$ cat config.mk
export PLATFORM = sky130hd
export DESIGN_NAME = regfile_banked
export DESIGN_NICKNAME = d
export VERILOG_FILES = /design/src/rtl/regfile_pkg.sv /design/src/rtl/regfile_bank.sv /design/src/rtl/regfile_banked.sv
export SDC_FILE = /design/constraint.sdc
export NUM_CORES = 1
export LEC_CHECK = 0
export BUFFER_PORTS_ARGS = -buffer_cell sky130_fd_sc_hd__buf_2
export CELL_PAD_IN_SITES_DETAIL_PLACEMENT = 2
export CELL_PAD_IN_SITES_GLOBAL_PLACEMENT = 2
export CORE_UTILIZATION = 50
export DETAILED_ROUTE_END_ITERATION = 10
export HOLD_SLACK_MARGIN = 0.15
export PLACE_DENSITY = 0.86
export REMOVE_ABC_BUFFERS = 1
export SYNTH_ARGS = -nofsm -noshare
export SYNTH_HDL_FRONTEND = slang
export SYNTH_HIERARCHICAL = 1
export SYNTH_SLANG_ARGS = --single-unit
$ cat constraint.sdc
create_clock -name clk -period 3.8 [get_ports clk]
set_input_delay 0.38 -clock clk [delete_from_list [all_inputs] [get_ports clk]]
set_output_delay 0.38 -clock clk [all_outputs]
set_load 0.02 [all_outputs]
$ cat src/rtl/regfile_pkg.sv
// regfile_pkg: shared types and index helpers for the banked register file.
package regfile_pkg;

    // CLEAR zeroes the banks after reset; RUN is normal operation.
    typedef enum logic {
        CLEAR = 1'b0,
        RUN   = 1'b1
    } state_t;

    // Register following addr, wrapping from nregs-1 back to 0.
    function automatic logic [31:0] pair_next(input logic [31:0] addr, input logic [31:0] nregs);
        return (addr + 32'd1 == nregs) ? 32'd0 : addr + 32'd1;
    endfunction

    // Row inside an even/odd bank holding register addr.
    function automatic logic [31:0] bank_index(input logic [31:0] addr);
        return addr >> 1;
    endfunction

endpackage

$ cat src/rtl/regfile_bank.sv
// regfile_bank: simple dual-port block RAM, one synchronous read and one write.
// Read-before-write: a read and a write to the same row at one edge return the
// old contents; the top level forwards around this.
// Contents have no reset. With REGFILE_CLEAR_EN undefined the top relies on the
// simulator/bitstream initialising the array to zero.
module regfile_bank #(
    parameter  int DW    = 8,
    parameter  int DEPTH = 16,
    localparam int IW    = (DEPTH > 1) ? $clog2(DEPTH) : 1
) (
    input  logic          clk,
    input  logic          i_we,
    input  logic [IW-1:0] i_waddr,
    input  logic [DW-1:0] i_wdata,
    input  logic [IW-1:0] i_raddr,
    output logic [DW-1:0] o_rdata
);

    logic [DW-1:0] r_mem [DEPTH];

    // Write port.
    always_ff @(posedge clk) begin
        if (i_we) begin
            r_mem[i_waddr] <= i_wdata;
        end
    end

    // Registered read port, sees the pre-write contents.
    always_ff @(posedge clk) begin
        o_rdata <= r_mem[i_raddr];
    end

endmodule

$ cat src/rtl/regfile_banked.sv
// regfile_banked: register file with a pair-read port A, a single-read port B
// and a byte/word write port, stored in even/odd BRAM banks (one copy per read
// port). Reads have one cycle of latency with write-first forwarding.
// Define REGFILE_CLEAR_EN to build the post-reset clear engine (busy output);
// without it busy is tied low and the banks rely on init values.
module regfile_banked
    import regfile_pkg::*;
#(
    parameter  int DW    = 8,
    parameter  int NREGS = 32,
    localparam int AW    = $clog2(NREGS)
) (
    input  logic          clk,
    input  logic          reset,
    output logic          busy,
    input  logic [AW-1:0] rd_a_addr,
    output logic [2*DW-1:0] rd_a_data,
    input  logic [AW-1:0] rd_b_addr,
    output logic [DW-1:0] rd_b_data,
    input  logic          wr_en,
    input  logic          wr_word,
    input  logic [AW-1:0] wr_addr,
    input  logic [2*DW-1:0] wr_data
);

    localparam int HD = NREGS / 2;
    localparam int IW = (HD > 1) ? $clog2(HD) : 1;

    logic          w_clearing;
    logic [IW-1:0] w_clr_idx;

`ifdef REGFILE_CLEAR_EN
    state_t        r_state;
    state_t        w_state_nxt;
    logic [IW-1:0] r_clr_idx;
    logic [IW-1:0] w_clr_idx_nxt;

    // Clear engine state and row counter.
    always_ff @(posedge clk) begin
        if (reset) begin
            r_state   <= CLEAR;
            r_clr_idx <= '0;
        end else begin
            r_state   <= w_state_nxt;
            r_clr_idx <= w_clr_idx_nxt;
        end
    end

    // Walk every bank row once, then hand over to RUN.
    always_comb begin
        w_state_nxt   = r_state;
        w_clr_idx_nxt = r_clr_idx;
        w_clearing    = 1'b0;
        case (r_state)
            CLEAR: begin
                w_clearing    = 1'b1;
                w_clr_idx_nxt = r_clr_idx + IW'(1);
                if (r_clr_idx == IW'(HD - 1)) begin
                    w_state_nxt   = RUN;
                    w_clr_idx_nxt = '0;
                end
            end
            RUN: begin
                w_state_nxt = RUN;
            end
            default: begin
                w_state_nxt = CLEAR;
            end
        endcase
    end

    assign w_clr_idx = r_clr_idx;
    assign busy      = w_clearing;
`else
    assign w_clearing = 1'b0;
    assign w_clr_idx  = '0;
    assign busy       = 1'b0;
`endif

    // ---------------- write steering ----------------
    logic          w_wr_act;
    logic [AW-1:0] w_d1;
    logic [IW-1:0] w_d_idx;
    logic [IW-1:0] w_d1_idx;
    logic          w_ev_we;
    logic          w_od_we;
    logic [IW-1:0] w_ev_waddr;
    logic [IW-1:0] w_od_waddr;
    logic [DW-1:0] w_ev_wdata;
    logic [DW-1:0] w_od_wdata;

    assign w_wr_act = wr_en & ~w_clearing & ~reset;
    assign w_d1     = AW'(pair_next(32'(wr_addr), NREGS));
    assign w_d_idx  = IW'(bank_index(32'(wr_addr)));
    assign w_d1_idx = IW'(bank_index(32'(w_d1)));

    // Route R[d] and R[d+1] to whichever bank owns them; an odd d puts the
    // upper byte into the even bank one row further on (or row 0 on wrap).
    always_comb begin
        w_ev_we    = 1'b0;
        w_od_we    = 1'b0;
        w_ev_waddr = w_d_idx;
        w_od_waddr = w_d_idx;
        w_ev_wdata = wr_data[DW-1:0];
        w_od_wdata = wr_data[2*DW-1:DW];
        if (w_clearing) begin
            w_ev_we    = 1'b1;
            w_od_we    = 1'b1;
            w_ev_waddr = w_clr_idx;
            w_od_waddr = w_clr_idx;
            w_ev_wdata = '0;
            w_od_wdata = '0;
        end else if (w_wr_act) begin
            if (wr_addr[0]) begin
                w_od_we    = 1'b1;
                w_od_wdata = wr_data[DW-1:0];
                w_ev_we    = wr_word;
                w_ev_waddr = w_d1_idx;
                w_ev_wdata = wr_data[2*DW-1:DW];
            end else begin
                w_ev_we    = 1'b1;
                w_od_we    = wr_word;
            end
        end
    end

    // ---------------- read addressing ----------------
    logic [AW-1:0] w_a1;
    logic [IW-1:0] w_a_ev_raddr;
    logic [IW-1:0] w_a_od_raddr;
    logic [IW-1:0] w_b_raddr;
    logic [DW-1:0] w_a_ev_q;
    logic [DW-1:0] w_a_od_q;
    logic [DW-1:0] w_b_ev_q;
    logic [DW-1:0] w_b_od_q;

    assign w_a1         = AW'(pair_next(32'(rd_a_addr), NREGS));
    assign w_a_ev_raddr = rd_a_addr[0] ? IW'(bank_index(32'(w_a1)))
                                       : IW'(bank_index(32'(rd_a_addr)));
    assign w_a_od_raddr = IW'(bank_index(32'(rd_a_addr)));
    assign w_b_raddr    = IW'(bank_index(32'(rd_b_addr)));

    regfile_bank #(.DW(DW), .DEPTH(HD)) u_bank_ev_a (
        .clk(clk), .i_we(w_ev_we), .i_waddr(w_ev_waddr), .i_wdata(w_ev_wdata),
        .i_raddr(w_a_ev_raddr), .o_rdata(w_a_ev_q)
    );
    regfile_bank #(.DW(DW), .DEPTH(HD)) u_bank_od_a (
        .clk(clk), .i_we(w_od_we), .i_waddr(w_od_waddr), .i_wdata(w_od_wdata),
        .i_raddr(w_a_od_raddr), .o_rdata(w_a_od_q)
    );
    regfile_bank #(.DW(DW), .DEPTH(HD)) u_bank_ev_b (
        .clk(clk), .i_we(w_ev_we), .i_waddr(w_ev_waddr), .i_wdata(w_ev_wdata),
        .i_raddr(w_b_raddr), .o_rdata(w_b_ev_q)
    );
    regfile_bank #(.DW(DW), .DEPTH(HD)) u_bank_od_b (
        .clk(clk), .i_we(w_od_we), .i_waddr(w_od_waddr), .i_wdata(w_od_wdata),
        .i_raddr(w_b_raddr), .o_rdata(w_b_od_q)
    );

    // ---------------- output stage ----------------
    logic          r_rd_vld;
    logic [AW-1:0] r_a_lo_idx;
    logic [AW-1:0] r_a_hi_idx;
    logic [AW-1:0] r_b_idx;
    logic          r_fw_lo_en;
    logic          r_fw_hi_en;
    logic [AW-1:0] r_fw_lo_idx;
    logic [AW-1:0] r_fw_hi_idx;
    logic [DW-1:0] r_fw_lo_dat;
    logic [DW-1:0] r_fw_hi_dat;

    // Capture this edge's write so it can override the stale RAM byte.
    always_ff @(posedge clk) begin
        if (reset) begin
            r_rd_vld    <= 1'b0;
            r_fw_lo_en  <= 1'b0;
            r_fw_hi_en  <= 1'b0;
            r_fw_lo_idx <= '0;
            r_fw_hi_idx <= '0;
            r_fw_lo_dat <= '0;
            r_fw_hi_dat <= '0;
        end else begin
            r_rd_vld    <= ~w_clearing;
            r_fw_lo_en  <= w_wr_act;
            r_fw_hi_en  <= w_wr_act & wr_word;
            r_fw_lo_idx <= wr_addr;
            r_fw_hi_idx <= w_d1;
            r_fw_lo_dat <= wr_data[DW-1:0];
            r_fw_hi_dat <= wr_data[2*DW-1:DW];
        end
    end

    // Read targets travel with the RAM read; bit 0 doubles as the lane select.
    always_ff @(posedge clk) begin
        r_a_lo_idx <= rd_a_addr;
        r_a_hi_idx <= w_a1;
        r_b_idx    <= rd_b_addr;
    end

    logic [DW-1:0] w_a_lo;
    logic [DW-1:0] w_a_hi;
    logic [DW-1:0] w_b;

    // Lane select followed by per-lane write-first forwarding.
    always_comb begin
        w_a_lo = r_a_lo_idx[0] ? w_a_od_q : w_a_ev_q;
        w_a_hi = r_a_lo_idx[0] ? w_a_ev_q : w_a_od_q;
        w_b    = r_b_idx[0]    ? w_b_od_q : w_b_ev_q;
        if (r_fw_lo_en && (r_fw_lo_idx == r_a_lo_idx)) begin
            w_a_lo = r_fw_lo_dat;
        end else if (r_fw_hi_en && (r_fw_hi_idx == r_a_lo_idx)) begin
            w_a_lo = r_fw_hi_dat;
        end
        if (r_fw_lo_en && (r_fw_lo_idx == r_a_hi_idx)) begin
            w_a_hi = r_fw_lo_dat;
        end else if (r_fw_hi_en && (r_fw_hi_idx == r_a_hi_idx)) begin
            w_a_hi = r_fw_hi_dat;
        end
        if (r_fw_lo_en && (r_fw_lo_idx == r_b_idx)) begin
            w_b = r_fw_lo_dat;
        end else if (r_fw_hi_en && (r_fw_hi_idx == r_b_idx)) begin
            w_b = r_fw_hi_dat;
        end
    end

    assign rd_a_data = r_rd_vld ? {w_a_hi, w_a_lo} : '0;
    assign rd_b_data = r_rd_vld ? w_b : '0;

endmodule

### Word level (Yosys, flattened, before mapping)

Memories as Yosys holds them, arrays and structs flattened. A register that Yosys moved wholly into a read port is not among the register bits.
Cells that the tools add are included.

| word-level totals | value |
|---|---|
| register bits after elaboration | 44 |
| memory bits (writable) | 512 |
| input port bits | 35 |
| memories | 4 |

Memories:

| memory | depth | width | read ports | clocked after Yosys merged registers in | wr ports | line | source |
|---|---|---|---|---|---|---|---|
| u_bank_ev_a.r_mem | 16 | 8 | 1 | 1 | 1 | regfile_bank.sv:19 | `logic [DW-1:0] r_mem [DEPTH];` |
| u_bank_ev_b.r_mem | 16 | 8 | 1 | 1 | 1 | regfile_bank.sv:19 |  |
| u_bank_od_a.r_mem | 16 | 8 | 1 | 1 | 1 | regfile_bank.sv:19 |  |
| u_bank_od_b.r_mem | 16 | 8 | 1 | 1 | 1 | regfile_bank.sv:19 |  |

| operators by class | value |
|---|---|
| add/sub/neg operators | 2 |
| equality and inequality tests | 8 |
| muxes and demuxes | 29 |
| bitwise gates (word level) | 3 |
| reduce and logical (&&, ||, !) cells | 7 |

Operator list:

| operator | count |
|---|---|
| 2-to-1 mux 8 bit | 14 |
| == test 5 bit | 6 |
| 2-to-1 mux 16 bit | 1 |
| adder 5 x 1 -> 6 bit (second input constant) | 2 |
| == test 6 bit (second input constant) | 2 |
| 2-to-1 mux 4 bit | 3 |
| 2-to-1 mux 5 bit | 2 |
| 2-to-1 mux 1 bit | 9 |
| logical AND 1 bit | 6 |
| AND 1 bit | 2 |
| OR reduction 2 bit | 1 |
| inverter 1 bit | 1 |

### Longest topological paths before layout

Gate-level depths: netlist of run 1.

| depth | value |
|---|---|
| word-level depth | 5 |
| gate-level depth with buffers | 8 |

### Cells and area by module

The synthesis of run 1 kept the hierarchy.

Modules (own cells, without submodules):

| module | times used | cells an instance | area each (um2) | seq. area each (um2) |
|---|---|---|---|---|
| regfile_bank | 4 | 229 | 5147.4 | 4003.8 |
| regfile_banked | 1 | 289 | 2726.4 | 880.8 |

### Least setup slack after synthesis of run 1

OpenSTA, ideal clock, no wires.

| timing path | value |
|---|---|
| kind | input -> register |
| start | input port wr_en |
| end | memory u_bank_ev_a.r_mem[0][0], enable pin |
| library setup time | 0.383 ns |
| data arrival time | 2.387 ns |
| data required time | 3.417 ns |
| path slack | 1.030 ns |
| stages on the path | 8 |
| path buffers | 2 |
| path through | nor2b_1 > buf_2 > nand2_2 > buf_2 > nor2_1 > xor2_1 > or3b_2 > nor3_1 |

| between the ends | value |
|---|---|
| elaborated cells on any way between the ends | 5 |
| those cells by class | 4 x mux; 1 x bitwise |

RTL lines:

| element | line | source |
|---|---|---|
| from (decl) | regfile_banked.sv:20 | `input logic wr_en,` |
| AND 1 bit | regfile_banked.sv:92 | `assign w_wr_act = wr_en & ~w_clearing & ~reset;` |
| 2-to-1 mux 4 bit | regfile_banked.sv:113 | `end else if (w_wr_act) begin` |
| via w_ev_waddr[3] | regfile_banked.sv:87 | `logic [IW-1:0] w_ev_waddr;` |
| to (decl) | regfile_bank.sv:19 |  |

The timed path passes the listed nets, and every way through them passes these cells.

### Final worst setup path of run 1

| timing path | value |
|---|---|
| start | register r_fw_hi_idx[3] |
| end | output port rd_b_data[1] |

| between the ends | value |
|---|---|
| cells in the longest elaborated chain, start to end | 5 |

RTL lines:

| element | line | source |
|---|---|---|
| from (decl) | regfile_banked.sv:168 | `logic [AW-1:0] r_fw_hi_idx;` |
| from (signal assigned) | regfile_banked.sv:187 | `r_fw_hi_idx <= w_d1;` |
| == test 5 bit | regfile_banked.sv:221 | `end else if (r_fw_hi_en && (r_fw_hi_idx == r_b_idx)) begin` |
| logical AND 1 bit | regfile_banked.sv:221 |  |
| 2-to-1 mux 8 bit | regfile_banked.sv:221 |  |
| 2-to-1 mux 8 bit | regfile_banked.sv:219 | `if (r_fw_lo_en && (r_fw_lo_idx == r_b_idx)) begin` |
| 2-to-1 mux 8 bit | regfile_banked.sv:227 | `assign rd_b_data = r_rd_vld ? w_b : '0;` |
| to (decl) | regfile_banked.sv:19 | `output logic [DW-1:0] rd_b_data,` |

No other way between the ends.

==> results of run 1 <==
-- Yosys cell counts (2+ instances only) --
cell and count:
nand4_1 3, edfxtp_1 512, mux4_2 72, nor4_1 4
xnor2_1 19, mux2_2 41, dfxtp_1 76, nand3b_1 8
clkbuf_1 5, a21boi_1 24, and2b_1 4, ha_1 2
mux4_1 56, clkdlybuf4s25_2 12, buf_4 5, inv_1 5
nor2_1 57, nand2_1 64, o221ai_1 24, xor2_1 23
and3_1 4, nand3_1 13, and2_1 4, nand2b_1 16
or3b_2 4, nor3_1 16, a22oi_1 64, nor2b_1 27
clkbuf_2 2, buf_6 14, buf_2 18
-- cell families after synthesis --
family | share of synthesized area
flip-flops | 0.725
multiplexers | 0.152
buffers and inverters | 0.0194
XOR/XNOR | 0.0158
AND/OR/NAND/NOR | 0.0488
other | 0.000161
AO/OA/AOI/OAI | 0.0377
adder cells (fa/ha/maj) | 0.00107
-- sequential cells by signal (all words and copies together), names as in the netlist --
| register | cells |
|---|---|
| r_a_hi_idx | 5 |
| r_a_lo_idx | 5 |
| r_b_idx | 5 |
| r_fw_hi_dat | 8 |
| r_fw_hi_en | 1 |
| r_fw_hi_idx | 5 |
| r_fw_lo_dat | 8 |
| r_fw_lo_en | 1 |
| r_fw_lo_idx | 5 |
| r_rd_vld | 1 |
| u_bank_ev_a/o_rdata | 8 |
| u_bank_ev_a/r_mem | 128 |
| u_bank_ev_b/o_rdata | 8 |
| u_bank_ev_b/r_mem | 128 |
| u_bank_od_a/o_rdata | 8 |
| u_bank_od_a/r_mem | 128 |
| u_bank_od_b/o_rdata | 8 |
| u_bank_od_b/r_mem | 128 |
-- per-layer routing --
layer  vias to the layer above  global-route usage
li1                       5166                   -
met1                      7150               0.452
met2                       854               0.544
met3                       205              0.0469
met4                         0               0.164
met5                         -                   0
-- final timing paths --
| kind | endpoint | depth (start not counted) |
|---|---|---|
| max | rd_b_data[1] | 6 |
| min reg2reg | u_bank_od_b/o_rdata[5] | 3 |
| min | r_fw_lo_en | 2 |
| max reg2reg | u_bank_od_b/o_rdata[0] | 3 |
-- per-stage QoR --
step	util	hold slack [ns]	setup slack [ns]	total power, mW
6_report	0.578	0.188	0.237	14.4
5_1_grt	0.578	0.198	0.212	14.7
4_1_cts	0.578	0.166	0.182	14.4
3_5_place_dp	0.530	0.485	0.178	8.48
3_3_place_gp	0.530	0.484	0.536	8.36
2_1_floorplan	-	0.408	0.809	7.94
-- timing repair --
action,CTS,global route
endpoints found under the hold margin,29,0
hold buffers,26,0
gates resized for setup,0,2
setup endpoints to repair,0,32
-- report_power, final --
part	internal, mW	leakage [nW]	switching, mW	total [mW]
registers	7.20	5.25	0.112	7.31
logic	0.384	2.63	0.751	1.13
clock network	3.38	0.945	2.57	5.95
total	11.0	8.82	3.43	14.4
-- final cells by class --
type                            count  area, um2  area share
Clock inverter                     24        213     0.00805
Multi-Input combinational cell    556       5990       0.227
Sequential cell                   588      16900       0.640
Timing Repair Buffer              121        831      0.0315
Tap cell                          600        751      0.0284
Clock buffer                       85       1710      0.0647
Inverter                            5       18.8    0.000711
==> results.sh, run 1 <==
export IMPL_synth_enable_flop_cells=512
export IMPL_finalHoldViolations=0
export IMPL_cts_sinks=588
export IMPL_layout_commonest_cell="edfxtp_1"
export IMPL_clock_path_buffers=3
export IMPL_yosys_warnings=6
export IMPL_critPathMaxFanout=8
export IMPL_insertion_delay_ns=0.64
export IMPL_grt_overflow=0
export IMPL_maxCapViolCount=0
export IMPL_worstHoldStart="wr_en"
export IMPL_row_count=78
export IMPL_port_buffer_count=58
export IMPL_cellPowerDensity_nw_per_um2=545
export IMPL_layout_min_cycle_time_ns=3.56
export IMPL_final_cells=1979
export IMPL_rsz0062_at_grt="false"
export IMPL_setup_tns_ns=0
export IMPL_arrival_ns=3.18
export IMPL_drc_errors=0
export IMPL_rrSetupSlack_ns=2.01
export IMPL_synthTopCellsByArea="edfxtp_1 66%, mux4_2 7.0%, dfxtp_1 6.5%"
export IMPL_synth_cells=1205
export IMPL_place_congestion=0.871
export IMPL_slew_headroom=0.311
export IMPL_setup_worst_path_start="r_fw_hi_idx[3]"
export IMPL_fmax_ghz=0.281
export IMPL_final_area_um2=26400
export IMPL_synth_main_ff_cell="edfxtp_1"
export IMPL_ys_seq_area_frac=0.725
export IMPL_tightest_slew_ns=1.03
export IMPL_wl_met2_mm=37.5
export IMPL_coreArea_um2=45700
export IMPL_first_pass_iters=5
export IMPL_drtAntennaViolNets=0
export IMPL_synth_cell_type_count=38
export IMPL_fin_nets=1368
export IMPL_antenna_found_initial=0
export IMPL_maxSlewViolCount=0
export IMPL_track_usage=0.337
export IMPL_avgSynthCellArea_um2=19.3
export IMPL_drive_above_1_share=0.220
export IMPL_crit_required_ns=3.42
export IMPL_grt_pass1_wl_mm=110
export IMPL_clkTransAtPathRegs_ns=0.06
export IMPL_path_class="reg -> out"
export IMPL_hpwl_mm=47.3
export IMPL_grt_max_degree=42
export IMPL_cts_buffers=59
export IMPL_n_fill_cell=3746
export IMPL_grt_pass1_vias=14063
export IMPL_vias=13375
export IMPL_dr_wl_met3_mm=5.61
export IMPL_r2r_start="u_bank_od_b/r_mem[1][0]"
export IMPL_yosysTopAreaCell="edfxtp_1"
export IMPL_fin_skew_ns=0.0159
export IMPL_routed_wl_mm=77.7
export IMPL_start_util=0.510
export IMPL_drtIter0Drc=1759
export IMPL_hold_class="in -> reg"
export IMPL_viasPerCell=6.76
export IMPL_critPathTopFamily="simple AND/OR/NAND/NOR gates"
export IMPL_start_kind="flip-flop"
export IMPL_cts_tree="yes"
export IMPL_crit_slowest_cell="dfxtp_1"
export IMPL_setup_viol=0
export IMPL_p_leak_nw=8.82
export IMPL_top_layer="met4"
export IMPL_h_tree_depth=2
export IMPL_die_area_um2=47500
export IMPL_postPlaceCellArea_um2=24200
export IMPL_synthesis_area_um2=23300
export IMPL_crit_buf_inv=1
export IMPL_dp_cells=1844
export IMPL_synth_top_area_share=0.659
export IMPL_finalCritPeriodShare=0.938
export IMPL_boundaryPins=60
export IMPL_path_cells="xor2_1, nor4_1, and3_1, o221ai_1, a21boi_1, buf_2"
export IMPL_end_kind="output pin"
export IMPL_slowest_delay_ns=0.50
export IMPL_status="finished clean"
export IMPL_yosys_register_bits=588
export IMPL_final_cell_mix="512 x edfxtp_1, 76 x dfxtp_1, 72 x mux4_2, 64 x nand2_1, 64 x a22oi_1"
export IMPL_post_cts_buffers=0
export IMPL_met1_length_mm=30.4
export IMPL_wire_per_inst_um=39.2
export IMPL_synthArstFlopShare=0
export IMPL_dieHeight_um=218
export IMPL_syn2layout_area_growth_pct=13.3
export IMPL_die_w_um=218
export IMPL_cts_root_buf="clkbuf_16"
export IMPL_ir_drop_mv=0.410
export IMPL_num_antenna_cells=0
Power figures use the tool's default switching activity.
==> run 2: changes to the inputs <==
--- a/config.mk
+++ b/config.mk
@@ -11,7 +11,7 @@
 export CORE_UTILIZATION = 50
 export DETAILED_ROUTE_END_ITERATION = 10
 export HOLD_SLACK_MARGIN = 0.15
-export PLACE_DENSITY = 0.86
+export PLACE_DENSITY = 0.91
 export REMOVE_ABC_BUFFERS = 1
 export SYNTH_ARGS = -nofsm -noshare
 export SYNTH_HDL_FRONTEND = slang
==> constraint.sdc (replaced) <==
create_clock -name clk -period 3.8 [get_ports clk]
set_input_delay 0.76 -clock clk [delete_from_list [all_inputs] [get_ports clk]]
set_output_delay 0.76 -clock clk [all_outputs]
set_load 0.02 [all_outputs]
==> results.sh, run 2 (synthesized netlist as in run 1, its figures left out) <==
export IMPL_status="finished clean"
export IMPL_fmax_ghz=0.264
export IMPL_die_area_um2=47500
export IMPL_vias=13535
export IMPL_cts_root_buf="clkbuf_16"
export IMPL_rrSetupSlack_ns=2.04
export IMPL_grt_max_degree=66
export IMPL_crit_buf_inv=1
export IMPL_final_area_um2=26400
export IMPL_dieHeight_um=218
export IMPL_critPathTopFamily="simple AND/OR/NAND/NOR gates"
export IMPL_grt_pass1_vias=14169
export IMPL_first_pass_iters=5
export IMPL_postPlaceCellArea_um2=24400
export IMPL_start_util=0.510
export IMPL_clkTransAtPathRegs_ns=0.07
export IMPL_slew_headroom=0.215
export IMPL_routed_wl_mm=82.6
export IMPL_grt_pass1_wl_mm=116
export IMPL_path_class="reg -> out"
export IMPL_setup_tns_ns=0
export IMPL_antenna_found_initial=4
export IMPL_h_tree_depth=2
export IMPL_slowest_delay_ns=0.48
export IMPL_drtIter0Drc=1914
export IMPL_place_congestion=0.835
export IMPL_drtAntennaViolNets=0
export IMPL_layout_commonest_cell="edfxtp_1"
export IMPL_cellPowerDensity_nw_per_um2=548
export IMPL_crit_slowest_cell="dfxtp_1"
export IMPL_setup_viol=0
export IMPL_insertion_delay_ns=0.65
export IMPL_coreArea_um2=45700
export IMPL_cts_sinks=588
export IMPL_cp_depth=6
export IMPL_end_kind="output pin"
export IMPL_start_kind="flip-flop"
export IMPL_dp_cells=1869
export IMPL_boundaryPins=60
export IMPL_wire_per_inst_um=41.7
export IMPL_die_w_um=218
export IMPL_fin_skew_ns=0.0264
export IMPL_ctsHoldBuffers=0
export IMPL_path_cells="xor2_1, nor4_2, and3_1, nand2_1, a21boi_1, buf_2"
export IMPL_tightest_slew_ns=1.17
export IMPL_maxSlewViolCount=0
export IMPL_viasPerCell=6.83
export IMPL_clock_path_buffers=3
export IMPL_grt_overflow=0
export IMPL_endpoint="rd_b_data[5]"
export IMPL_reg2regPathDepth=3
export IMPL_track_usage=0.358
export IMPL_timing_rr_end="u_bank_od_a/o_rdata[0]"
export IMPL_finalCritPeriodShare=0.998
export IMPL_drive_above_1_share=0.247
export IMPL_num_antenna_cells=0
export IMPL_syn2layout_area_growth_pct=13.3
export IMPL_row_count=78
export IMPL_final_cells=1981
export IMPL_fin_nets=1369
export IMPL_p_leak_nw=8.87
export IMPL_final_util=0.578
export IMPL_port_buffer_count=58
export IMPL_r2r_start="u_bank_od_a/r_mem[4][0]"
export IMPL_arrival_ns=3.03
export IMPL_cts_tree="yes"
export IMPL_finalHoldViolations=0
export IMPL_drc_errors=0
export IMPL_hpwl_mm=48.4
export IMPL_maxCapViolCount=0
export IMPL_final_cell_mix="512 x edfxtp_1, 76 x dfxtp_1, 72 x mux4_2, 64 x nand2_1, 64 x a22oi_1"
export IMPL_cts_buffers=58
export IMPL_layout_min_cycle_time_ns=3.79
export IMPL_hold_class="in -> reg"
export IMPL_critPathMaxFanout=8
export IMPL_crit_required_ns=3.04
export IMPL_setup_worst_path_start="r_fw_lo_idx[1]"
export IMPL_hold_slack_ns=0.293
export IMPL_rsz0062_at_grt="false"
export IMPL_ir_drop_mv=0.392
-- run 2: cell count changes in the layout (fill, tap and decap cells not counted), sizes merged --
cell	delta
buf	+28
dlygate4sd3	-26
clkbuf	-6
clkinv	+1
bufinv	+2
inv	+3
-- run 2: worst min-delay path by stage --
| stage | startpoint | endpoint | slack, ns | cells past startpoint |
|---|---|---|---|---|
| floorplan | u_bank_ev_a/r_mem[7][0] | u_bank_ev_a/o_rdata[0] | 0.63 | 3 |
| global placement | u_bank_od_b/r_mem[14][4] | u_bank_od_b/o_rdata[4] | 0.66 | 3 |
| detailed placement | u_bank_ev_a/r_mem[12][3] | u_bank_ev_a/o_rdata[3] | 0.68 | 3 |
| CTS | rd_b_addr[0] | r_b_idx[0] | 0.27 | 1 |
| global route | rd_b_addr[0] | r_b_idx[0] | 0.27 | 1 |
| finish | rd_b_addr[0] | r_b_idx[0] | 0.29 | 1 |
-- run 2: what timing repair did --
action / in CTS / in global routing
buffers inserted: 2 / 1
endpoints found under the hold margin: 0 / 0
pin swaps: 1 / 1
setup endpoints to repair: 14 / 9
gates resized for setup: 7 / 4
-- run 2: final cells by class --
type | instances | area, um2
Inverter | 5 | 18.8
Clock buffer | 79 | 1580
Tap cell | 600 | 751
Fill cell | 3706 | 19300
Sequential cell | 588 | 16900
Timing Repair Buffer | 123 | 818
Clock inverter | 30 | 323
Multi-Input combinational cell | 556 | 6020
-- run 2: through the flow --
| step | setup slack [ns] | power [mW] |
|---|---|---|
| final | 0.00721 | 14.5 |
| after global routing | 0.0190 | 14.7 |
| after CTS | 0.00109 | 14.5 |
| after detailed placement | 0.136 | 8.48 |
| after global placement | 0.566 | 8.35 |
| after floorplan | 0.429 | 7.94 |
-- run 2: where the power goes --
group | switching (mW) | internal [mW]
sequential | 0.126 | 7.19
clock | 2.70 | 3.33
combinational | 0.742 | 0.378
total | 3.57 | 10.9
-- run 2: worst reg2reg max path: stages, from the launching register on --
cell and delay [ns]:
edfxtp_1 0.46, mux4_1 0.58, a22oi_1 0.36, nand2_1 0.19
-- run 2: routing by layer --
metal	part of all wire	GRT usage	up-vias
li1	-	-	5179
met1	0.39	0.476	7257
met2	0.49	0.593	912
met3	0.077	0.0583	181
met4	0.044	0.140	6
met5	0.00039	0	-
